## config.mk

```make
export PLATFORM = sky130hd
export DESIGN_NAME = fifo_write_arbiter
export DESIGN_NICKNAME = d
export VERILOG_FILES = /design/src/rtl/fifo_write_arbiter.sv
export SDC_FILE = /design/constraint.sdc
export NUM_CORES = 1
export LEC_CHECK = 0
export ABC_CLOCK_PERIOD_IN_PS = 3300
export CORE_MARGIN = 1.5
export CORE_UTILIZATION = 43
export CTS_BUF_LIST = sky130_fd_sc_hd__clkbuf_8
export DETAILED_ROUTE_END_ITERATION = 10
export GPL_TIMING_DRIVEN = 1
export HOLD_SLACK_MARGIN = 0.02
export PLACE_DENSITY_LB_ADDON = 0.12
export SYNTH_ARGS = -nofsm -noshare
export SYNTH_HDL_FRONTEND = slang
export SYNTH_SLANG_ARGS = --single-unit
```

## constraint.sdc

```tcl
create_clock -name wclk -period 3.3 [get_ports wclk]
set_input_delay 0.66 -clock wclk [delete_from_list [all_inputs] [get_ports wclk]]
set_output_delay 0.66 -clock wclk [all_outputs]
set_load 0.05 [all_outputs]
```

## src/rtl/fifo_write_arbiter.sv

```systemverilog
// Round-robin arbiter that shares the async-FIFO write port among NREQ packet sources.
// The grant is held for a whole packet, capped at MAXBEATS beats; wfull stalls the owner.
module fifo_write_arbiter #(
    parameter int DATASIZE = 8,
    parameter int NREQ     = 4,
    parameter int MAXBEATS = 16,
    localparam int IDW     = (NREQ > 1) ? $clog2(NREQ) : 1,
    localparam int CW      = $clog2(MAXBEATS + 1)
) (
    input  logic                     wclk,
    input  logic                     wrst,
    input  logic [NREQ-1:0]          req_valid,
    input  logic [NREQ-1:0]          req_last,
    input  logic [NREQ*DATASIZE-1:0] req_data,
    output logic [NREQ-1:0]          req_ready,
    input  logic                     wfull,
    output logic                     winc,
    output logic [DATASIZE-1:0]      wdata,
    output logic [NREQ-1:0]          grant,
    output logic                     busy,
    output logic                     err_overlen,
    output logic [IDW-1:0]           err_id
);

    localparam logic IDLE = 1'b0;
    localparam logic BUSY = 1'b1;

    logic           state;
    logic [IDW-1:0] owner;
    logic [IDW-1:0] rr_ptr;
    logic [CW-1:0]  beat_cnt;
    logic [CW-1:0]  cnt_next;
    logic           sel_vld;
    logic [IDW-1:0] sel_idx;
    logic           accept;
    logic           owner_last;

    // First valid requester at or above rr_ptr, wrapping modulo NREQ.
    always_comb begin
        int idx;
        idx     = 0;
        sel_vld = 1'b0;
        sel_idx = '0;
        for (int k = 0; k < NREQ; k++) begin
            idx = int'(rr_ptr) + k;
            if (idx >= NREQ) begin
                idx = idx - NREQ;
            end
            if (!sel_vld && req_valid[idx]) begin
                sel_vld = 1'b1;
                sel_idx = IDW'(idx);
            end
        end
    end

    assign busy       = (state == BUSY);
    assign req_ready  = grant & {NREQ{~wfull}};
    assign winc       = (|(req_valid & grant)) && !wfull;
    assign accept     = winc;
    assign owner_last = req_last[owner];
    assign cnt_next   = beat_cnt + CW'(1);
    assign wdata      = busy ? req_data[owner*DATASIZE +: DATASIZE] : '0;

    always_ff @(posedge wclk or posedge wrst) begin
        if (wrst) begin
            state       <= IDLE;
            grant       <= '0;
            owner       <= '0;
            rr_ptr      <= '0;
            beat_cnt    <= '0;
            err_overlen <= 1'b0;
            err_id      <= '0;
        end else begin
            err_overlen <= 1'b0;
            case (state)
                IDLE: begin
                    if (sel_vld) begin
                        grant    <= NREQ'(1) << sel_idx;
                        owner    <= sel_idx;
                        rr_ptr   <= (int'(sel_idx) == NREQ - 1) ? '0 : sel_idx + IDW'(1);
                        beat_cnt <= '0;
                        state    <= BUSY;
                    end
                end
                default: begin
                    if (accept) begin
                        beat_cnt <= cnt_next;
                        if (owner_last) begin
                            state <= IDLE;
                            grant <= '0;
                        end else if (cnt_next == CW'(MAXBEATS)) begin
                            // Forced release: the rest of the packet must re-arbitrate.
                            state       <= IDLE;
                            grant       <= '0;
                            err_overlen <= 1'b1;
                            err_id      <= owner;
                        end
                    end
                end
            endcase
        end
    end

endmodule

```

==> flow_metrics.tcl <==
set metrics [dict create \
    gp_congestion 0.825 \
    syn2layout_area_growth_pct 57.9 \
    r2r_slack_ns 1.26 \
    slew_headroom_pct 56.5 \
    vias 1169 \
    drcViolationCount 0 \
    drtIter0Drc 47 \
    core_area_um2 2540 \
    path_max_fanout 11 \
    postSynthCellCount 120 \
    hp-class "reg2reg" \
    critPathSlowestCell "clkdlybuf4s50_1" \
    cts_tree "done" \
    start_kind "register" \
    final_cell_mix "62 x clkdlybuf4s50_1, 17 x nand2_1, 17 x dfrtp_1" \
    io_pins 64 \
    setup_viol 0 \
    synth-seq-area-share_pct 35.9 \
    clk_root_buffer_cell "clkbuf_8" \
    cts-htree-levels 1 \
    multi_input_area_um2 692 \
    routedWlPerCell_um 15.8 \
    r2r-start "owner[0]$_DFFE_PP0P_" \
    fp.dieW_um 55.5 \
    synth-seq-cells 17 \
    synth_warnings 0 \
    startpoint "owner[0]$_DFFE_PP0P_" \
    num_antenna_cells 0 \
    stdcell_count 212 \
    synth_area_um2 1180 \
    rsz0062_at_grt "false" \
    antenna_found_initial 0 \
    overflow 0 \
    power.density_nw_per_um2 819 \
    clock-sinks 17 \
    rows 18 \
    initial_core_util_pct 46.5 \
    required_ns 2.64 \
    period_needed_ns 3.06 \
    clk_pin_slew_ns 0.06 \
    post_cts_resized 0 \
    worstPathArrival_ns 2.40 \
    cts_buffer_depth 2 \
    routed_wl_um 3360 \
    avgSynthCellArea_um2 9.86 \
    layout_commonest_cell "clkdlybuf4s50_1" \
    slew_viol_final 0 \
    cts_setup_buffers 0 \
    synth_fp_nets 168 \
    fillers 194 \
    fin_skew_ns 0.00142 \
    grt_pass1_vias 1196 \
    seq_area_um2 425 \
    die_area_um2 3080 \
    fin_crit_sh_pct 92.6 \
    io_buffer_count 63 \
    max_slew.worst_pin.slew_ns 0.652 \
    min-delay-start "err_id[0]$_DFFE_PP0P_" \
    r2r_cells 3 \
    cp-end-kind "primary output" \
    grt_pass1_wl_um 5690 \
    ys_types 33 \
    vdd_ir_drop_max_mv 0.786 \
    path_cells "mux4_2, and2_1, clkdlybuf4s50_1" \
    track_usage_pct 23.7 \
    nNetsFinal 231 \
    cts_buffers 3 \
    p_leak_nw 0.793 \
    path_class "reg2out" \
    worstHoldEndpoint "err_id[0]$_DFFE_PP0P_" \
    dr.pass1.iters 3 \
    whs_path_depth 1 \
    maxCapViolCount 0 \
    ant_nets 0 \
    slowest_delay_ns 0.71 \
    reg2reg_to "err_id[1]$_DFFE_PP0P_" \
    place_hpwl_um 2660 \
    grt_start_max_net_pins 18 \
    fp.dieH_um 55.5 \
    final.setup.tns_ns 0 \
    clkLatencyLatePin_ns 0.25 \
    dpl.cell_count 208 \
    detail_route.vias_per_cell 5.51 \
    final-hold-violation-count 0 \
    fmax_mhz 327 \
    layout-drive-gt1-share_pct 9.34 \
    hold_buffers 0 \
    outcome "completed" \
]
registers in the layout, indices dropped and copies added (netlist names):
| name | flops |
|---|---|
| beat_cnt | 5 |
| busy | 1 |
| err_id | 2 |
| err_overlen | 1 |
| grant | 4 |
| owner | 2 |
| rr_ptr | 2 |
layout make-up:
class / instances / area share, %
repair buffers: 63 / 33.6
well taps: 30 / 2.01
clock buffers: 3 / 2.21
clock inverters: 1 / 0.201
flip-flops and latches: 17 / 22.8
multi-input cells: 87 / 37.0
inverters: 11 / 2.21
cell families (layout without fill, tap and decap cells):
family	after synthesis	after routing	synth area share, %
flip-flops	17	17	35.9
multiplexers	11	11	19.0
buffers and inverters	16	78	5.60
AND/OR/NAND/NOR	42	42	18.4
AO/OA/AOI/OAI	27	27	14.3
adder cells (fa/ha/maj)	5	5	5.29
XOR/XNOR	2	2	1.48
critical path: cells and delay by family (launching register included):
family / cells / cell delay (ns)
mux: 1 / 0.56
flops: 1 / 0.70
simple gates: 1 / 0.17
buf+inv: 1 / 0.71
synthesized netlist by cell type (all sizes together):
| master | instances | area [um2] |
|---|---|---|
| a211o | 1 | 8.76 |
| a211oi | 1 | 7.51 |
| a21boi | 1 | 7.51 |
| a21o | 1 | 7.51 |
| a21oi | 5 | 25.0 |
| a221o | 2 | 20.0 |
| a22oi | 2 | 15.0 |
| a32oi | 1 | 8.76 |
| and2 | 8 | 50.1 |
| and4 | 1 | 8.76 |
| buf | 3 | 17.5 |
| clkbuf | 2 | 7.51 |
| dfrtp | 17 | 425 |
| ha | 5 | 62.6 |
| inv | 11 | 41.3 |
| mux2 | 2 | 22.5 |
| mux4 | 9 | 203 |
| nand2 | 17 | 63.8 |
| nand2b | 1 | 6.26 |
| nand3 | 5 | 25.0 |
| nor2 | 1 | 3.75 |
| nor2b | 4 | 25.0 |
| nor3 | 2 | 15.0 |
| nor3b | 1 | 7.51 |
| nor4 | 1 | 6.26 |
| o211ai | 1 | 7.51 |
| o21ai | 11 | 55.1 |
| o22ai | 1 | 6.26 |
| or2 | 1 | 6.26 |
| xnor2 | 1 | 8.76 |
| xor2 | 1 | 8.76 |
power breakdown:
part	internal [mW]	switching, mW
combinational	0.410	0.574
clock	0.0827	0.0697
sequential	0.275	0.120
total	0.768	0.764
metal layers:
metal	up-vias	GRT usage, %	wire length [um]
met1	551	29.9	1510
met4	0	8.36	47
met2	57	39.3	1550
met3	5	5.85	247
met5	-	0	0
li1	556	-	-
per-stage QoR:
step | power, mW | area (um2) | hold slack [ns] | util, % | setup slack [ns]
after floorplan | 1.07 | 1180 | 0.501 | - | 0.999
after global placement | 1.35 | 1820 | 0.492 | 71.7 | 0.262
after detailed placement | 1.38 | 1820 | 0.512 | 71.7 | 0.239
after CTS | 1.54 | 1870 | 0.527 | 73.5 | 0.193
after global routing | 1.63 | 1870 | 0.539 | 73.5 | 0.0953
final | 1.53 | 1870 | 0.519 | 73.5 | 0.244
worst max path at each step:
stage | endpoint | slack (ns)
floorplan | winc | 1.0
finish | wdata[1] | 0.24
global route | wdata[1] | 0.1
global placement | wdata[3] | 0.26
detailed placement | wdata[1] | 0.24
CTS | wdata[1] | 0.19
Power figures use the tool's default switching activity.
